--- src/rtl/muldiv_unit.sv ---
// Iterative RV64M multiply/divide unit: one-bit-per-cycle shift-add multiplier and
// restoring divider, with fast-path handling of divide-by-zero, overflow and bad opcodes.
module muldiv_unit #(
    parameter int unsigned XLEN = 64
) (
    input  logic            clk,
    input  logic            reset,
    input  logic            start,
    input  logic [2:0]      op,
    input  logic [XLEN-1:0] operand_a,
    input  logic [XLEN-1:0] operand_b,
    input  logic [4:0]      rd_in,
    input  logic            kill,
    output logic            busy,
    output logic            done,
    output logic [XLEN-1:0] result,
    output logic [4:0]      rd_out,
    output logic            reg_write
);
    localparam int unsigned CW = $clog2(XLEN) + 1;
    localparam logic [CW-1:0] LastIter = CW'(XLEN - 1);
    localparam logic [XLEN-1:0] MinInt = {1'b1, {(XLEN-1){1'b0}}};

    typedef enum logic [1:0] {StIdle, StCalc, StDone} state_e;

    state_e          state_q, state_d;
    logic [CW-1:0]   cnt_q, cnt_d;
    logic [XLEN-1:0] acc_q, acc_d;
    logic [XLEN-1:0] x_q, x_d;
    logic [XLEN-1:0] y_q, y_d;
    logic            mul_q, mul_d;
    logic            rem_q, rem_d;
    logic            negq_q, negq_d;
    logic            negr_q, negr_d;
    logic            unsup_q, unsup_d;
    logic [XLEN-1:0] result_q, result_d;
    logic [4:0]      rd_q, rd_d;

    // Accept-time decode
    logic            is_div, is_signed, unsup_in, a_neg, b_neg, div_zero, ovf;
    logic [XLEN-1:0] abs_a, abs_b;

    assign is_div    = op[2];
    assign is_signed = op[2] & ~op[0];
    assign unsup_in  = ~op[2] & (op[1:0] != 2'b00);
    assign a_neg     = is_signed & operand_a[XLEN-1];
    assign b_neg     = is_signed & operand_b[XLEN-1];
    assign abs_a     = a_neg ? -operand_a : operand_a;
    assign abs_b     = b_neg ? -operand_b : operand_b;
    assign div_zero  = is_div & (operand_b == '0);
    assign ovf       = is_signed & (operand_a == MinInt) & (operand_b == '1);

    // One iteration. Multiply: acc += x when y[0]; divide: x holds dividend/quotient bits,
    // acc the partial remainder, y the divisor.
    logic [XLEN:0]   shifted, diff;
    logic [XLEN-1:0] acc_it, x_it, y_it, quo_fin, rem_fin;

    always_comb begin
        shifted = {acc_q, x_q[XLEN-1]};
        diff    = shifted - {1'b0, y_q};
        acc_it  = acc_q;
        x_it    = x_q;
        y_it    = y_q;
        if (mul_q) begin
            acc_it = acc_q + (y_q[0] ? x_q : '0);
            x_it   = x_q << 1;
            y_it   = y_q >> 1;
        end else if (!diff[XLEN]) begin
            acc_it = diff[XLEN-1:0];
            x_it   = {x_q[XLEN-2:0], 1'b1};
        end else begin
            acc_it = shifted[XLEN-1:0];
            x_it   = {x_q[XLEN-2:0], 1'b0};
        end
        quo_fin = negq_q ? -x_it : x_it;
        rem_fin = negr_q ? -acc_it : acc_it;
    end

    always_comb begin
        state_d  = state_q;
        cnt_d    = cnt_q;
        acc_d    = acc_q;
        x_d      = x_q;
        y_d      = y_q;
        mul_d    = mul_q;
        rem_d    = rem_q;
        negq_d   = negq_q;
        negr_d   = negr_q;
        unsup_d  = unsup_q;
        result_d = result_q;
        rd_d     = rd_q;
        unique case (state_q)
            StIdle: begin
                if (start && !kill) begin
                    rd_d    = rd_in;
                    unsup_d = unsup_in;
                    mul_d   = ~is_div;
                    rem_d   = op[1];
                    negq_d  = a_neg ^ b_neg;
                    negr_d  = a_neg;
                    cnt_d   = '0;
                    acc_d   = '0;
                    x_d     = is_div ? abs_a : operand_a;
                    y_d     = is_div ? abs_b : operand_b;
                    if (unsup_in) begin
                        state_d  = StDone;
                        result_d = '0;
                    end else if (div_zero) begin
                        state_d  = StDone;
                        result_d = op[1] ? operand_a : '1;
                    end else if (ovf) begin
                        state_d  = StDone;
                        result_d = op[1] ? '0 : operand_a;
                    end else begin
                        state_d = StCalc;
                    end
                end
            end
            StCalc: begin
                if (kill) begin
                    state_d = StIdle;
                end else begin
                    acc_d = acc_it;
                    x_d   = x_it;
                    y_d   = y_it;
                    cnt_d = cnt_q + 1'b1;
                    if (cnt_q == LastIter) begin
                        state_d  = StDone;
                        result_d = mul_q ? acc_it : (rem_q ? rem_fin : quo_fin);
                    end
                end
            end
            StDone:  state_d = StIdle;
            default: state_d = StIdle;
        endcase
    end

    always_ff @(posedge clk) begin
        if (reset) begin
            state_q  <= StIdle;
            cnt_q    <= '0;
            acc_q    <= '0;
            x_q      <= '0;
            y_q      <= '0;
            mul_q    <= 1'b0;
            rem_q    <= 1'b0;
            negq_q   <= 1'b0;
            negr_q   <= 1'b0;
            unsup_q  <= 1'b0;
            result_q <= '0;
            rd_q     <= '0;
        end else begin
            state_q  <= state_d;
            cnt_q    <= cnt_d;
            acc_q    <= acc_d;
            x_q      <= x_d;
            y_q      <= y_d;
            mul_q    <= mul_d;
            rem_q    <= rem_d;
            negq_q   <= negq_d;
            negr_q   <= negr_d;
            unsup_q  <= unsup_d;
            result_q <= result_d;
            rd_q     <= rd_d;
        end
    end

    assign busy      = (state_q != StIdle);
    assign done      = (state_q == StDone);
    assign result    = result_q;
    assign rd_out    = rd_q;
    // x0 is never written, nor is anything for an unsupported opcode
    assign reg_write = done & (rd_q != 5'd0) & ~unsup_q;
endmodule

--- config.mk ---
export PLATFORM = sky130hd
export DESIGN_NAME = muldiv_unit
export DESIGN_NICKNAME = d
export VERILOG_FILES = /design/src/rtl/muldiv_unit.sv
export SDC_FILE = /design/constraint.sdc
export NUM_CORES = 2
export LEC_CHECK = 0
export BUFFER_PORTS_ARGS = -buffer_cell sky130_fd_sc_hd__buf_2
export CORE_MARGIN = 2
export CORE_UTILIZATION = 61
export CTS_CLUSTER_SIZE = 24
export DETAILED_ROUTE_END_ITERATION = 16
export PLACE_DENSITY = 0.8
export SETUP_SLACK_MARGIN = 0.15
export SKIP_CTS_REPAIR_TIMING = 1
export SYNTH_ARGS = -nofsm -noshare
export SYNTH_HDL_FRONTEND = slang
export SYNTH_SLANG_ARGS = --single-unit
--- constraint.sdc ---
create_clock -name clk -period 12.34 [get_ports clk]
set_clock_uncertainty 0.15 [all_clocks]
set_input_delay 2.468 -clock clk [delete_from_list [all_inputs] [get_ports clk]]
set_output_delay 2.468 -clock clk [all_outputs]
set_load 0.005 [all_outputs]
==> run summary <==
The flow ran to the end, and the final reports show no timing, DRC or antenna violations. The cell area that synthesis handed to floorplanning was 29,800 sq um. In the global route stage, overall resource usage came out at 46.1%. The synthesized design contains 275 register bits. Summed over all layers, the global routing overflow is 0. In this run the biggest area consumer among cell types represents 18.5% of the synthesized area.

The tools report the starting density of the core as 62.1%. The part of the Yosys area used for sequential elements was 18.5%. The end of the worst register-to-register path was result[60]. Flip-flop cell with the highest count after synthesis: dfxtp_1. The final route contains 34,600 vias. At the end of routability-driven placement, the weighted congestion stood at 1.04. The relative slew slack was 14.4%. Of all nets on the critical path, the largest fanout is 73. For this design the static power due to leakage is 12.8 nW. The number of standard cells after synthesis is 4,352, and the data required time of the critical path is 12,640 ps. For the pin with the worst max-slew slack, the measured transition is 1270 ps. The floorplan die area came out at 50,600 sq um. By area the synthesized netlist is led by dfxtp_1, nor2_1, a21oi_1. The first routing iteration left 4,701 violations. The port buffer count was 211. IR analysis of the VDD net gives a maximum drop of 0.125 mV. The tools report the number of DRC violations after detailed routing as 0.

In the final layout, the share of cells above drive strength 1 is 9.74%. The number of different library cells used by synthesis comes to 112. The tools report the number of antenna violations at the first check in global routing as 2. The maximum level of the CTS H-tree came out at 2. Largest net degree at the start of global routing: 188. The area added between synthesis and finish was 7.62%. The total setup violations reported at the end of the flow was 0; the max capacitance violation total was 0. The tree is rooted in a clkbuf_16. The timing startpoint of the critical path was operand_b[9]. Row generation in the floorplan step produced 80 rows. The final cell count without fillers came out at 4,979. The logs give 0 for the total count of hold-check failures in the final report and 47,900 sq um for the core box area.

In this run the remaining antenna-violating nets after routing total 0. After layout, the design draws a total of 3.32 mW. The capture point of the worst path is result[55].

The tools report the register-to-register path setup slack as 4490 ps. The height of the chip came out at 225 um. For the final core utilization, the log shows 66.9%. The tools report the start of the worst register-to-register path as x_q[63]. The worst setup path is of the in -> reg kind. In the routed layout, each cell is associated on average with a via count of 6.94. The clock slew at the register clock pins of the worst setup and hold paths was 60 ps; the clock net sink count was 275.

After layout, the worst path uses 63.9% of the clock period. For the finished layout, the period the worst path requires is 7880 ps. For the warning count from the yosys run, the log shows 0.

For the number of top-level design ports, the log shows 212. The number of global-route vias before repair is 30,800, and the top achievable clock speed is 127 MHz. TritonCTS built the clock tree. Setup repair after global routing left no endpoint under its margin. The total negative slack is 0 ps. The mean routed wirelength per cell is 24.3 um, and the later-pin clock latency in the skew report is 600 ps.

In this run, placement finished with an instance count of 4,915. The wire length reported by the detailed router was 121 mm; the global-route wire length before repair was 180 mm. Kind of start point of the critical path: an input port. The share of flip-flops with an asynchronous set or reset after synthesis is 0%. In this run the power density over the cells is 104 nW/um^2. STA classifies the critical path endpoint as a register. The longest clock path from root to sink contains 3 buffers. The synthesized design contains 0 enable-type register cells. The final-report max-slew violation count is 0. The tools report the net count of the mapped netlist as 4,628.

The arrival time at the worst endpoint came out at 8190 ps. The number of nets in the layout was 4,613; the number of buffers created by CTS was 35. The die is 225 um wide. A synthesized cell averages 6.84 sq um.

For the worst flop-to-flop path, the logic depth is 20. The largest total area in the synthesized netlist belongs to dfxtp_1. The HPWL reported at the end of detailed placement is 91.6 mm, and the first-pass iteration count of the detailed router is 6. The min-delay analysis places its worst path in the category reg -> reg.
-- area by class of cell --
class,instances,area (sq um)
well taps,615,769
clock inverters,16,224
inverters,130,488
flip-flops and latches,275,5510
multi-input cells,3626,22600
clock buffers,46,977
repair buffers,269,1520
diodes,2,5.00
fillers,4346,15900
-- critical path: stages --
cell,delay [ps]
buf_2,130
or3_1,400
or3_1,370
nor4_2,370
nand4b_1,380
nor4_1,950
nand2_1,320
nor4_4,260
buf_4,460
nand3b_1,230
a21boi_4,180
buf_4,630
nand2_1,510
o221ai_1,330
a21oi_1,60
-- per-stage QoR --
step           hold slack, ps  setup slack (ps)  instance area [sq um]
4_1_cts                   299              4770                  32000
3_5_place_dp              289              4190                  30800
2_1_floorplan             286              6030                  29800
3_3_place_gp              288              4310                  30800
5_1_grt                   331              4210                  32000
6_report                  298              4460                  32100
-- registers in the layout (all words and copies together) (netlist names) --
signal / cells
negq_q: 1
y_q: 64
cnt_q: 7
unsup_q: 1
rem_q: 1
negr_q: 1
x_q: 64
result: 64
state_q: 2
mul_q: 1
rd_out: 5
acc_q: 64
-- placed cells by master, fill, tap and decap left out, drive strengths merged, types with 21 or more instances in the layout --
cell type  netlist  layout
a21oi          472     472
buf             62     269
nor2           667     667
nor4            52      52
a211oi         150     150
maj3            25      25
nand2          350     350
a31oi           32      32
dfxtp          275     275
o31ai           54      54
clkbuf         259      46
o211ai          46      46
inv            129     130
a221oi          31      31
nor2b           22      22
nand3           65      65
xnor2          183     183
a22oi           54      54
o21bai          26      26
nand2b          34      34
and3            21      21
xor2           144     144
or3             50      50
o41ai           28      28
mux2i           33      33
ha             134     134
o21ai          299     299
nand4           99      99
o21a            24      24
and2            83      83
a21o            50      50
nor3           112     112
a311oi          22      22
-- Yosys cell counts, types with 108 or more instances --
cell,n
xor2_1,144
a21oi_1,464
dfxtp_1,275
ha_1,134
nor3_1,108
xnor2_1,183
o21ai_0,280
clkbuf_1,256
nor2_1,666
nand2_1,348
a211oi_1,148
inv_1,129
-- cells by family (layout without fill, tap and decap cells) --
| logic type | count (synthesis) | count (layout) | share of synthesized area, % |
|---|---|---|---|
| AOI/OAI and AO/OA | 1464 | 1464 | 32.1 |
| xor gates and xnor gates | 327 | 327 | 9.62 |
| adders and majority gates | 161 | 161 | 6.60 |
| buffers and inverters | 451 | 461 | 6.00 |
| DFF | 275 | 275 | 18.5 |
| muxes | 43 | 43 | 1.49 |
| other | 0 | 2 | 0 |
| and+or+nand+nor | 1631 | 1631 | 25.8 |
-- worst min path at each step --
stage | from | end | slack, ps | cells after the start
floorplan | y_q[63] | y_q[63] | 290 | 2
global placement | result[51] | result[51] | 290 | 2
detailed placement | result[19] | result[19] | 290 | 2
CTS | result[51] | result[51] | 300 | 2
global route | y_q[63] | y_q[63] | 330 | 2
finish | result[51] | result[51] | 300 | 2
-- routing by layer --
metal / vias to the layer above / GRT usage [%] / wire [um]
met5: - / 0 / 0
met2: 2241 / 70.2 / 51500
met3: 549 / 8.32 / 12600
li1: 15900 / - / -
met1: 15900 / 58.4 / 46500
met4: 0 / 33.9 / 10600
-- power breakdown --
group | total, mW | switching (mW) | internal [mW] | leakage (nW)
clock | 1.10 | 0.452 | 0.648 | 0.592
combinational | 1.22 | 0.822 | 0.394 | 10.0
sequential | 1.01 | 0.0686 | 0.937 | 2.24
total | 3.32 | 1.34 | 1.98 | 12.8
No activity file was read; power rests on OpenSTA's default activity.
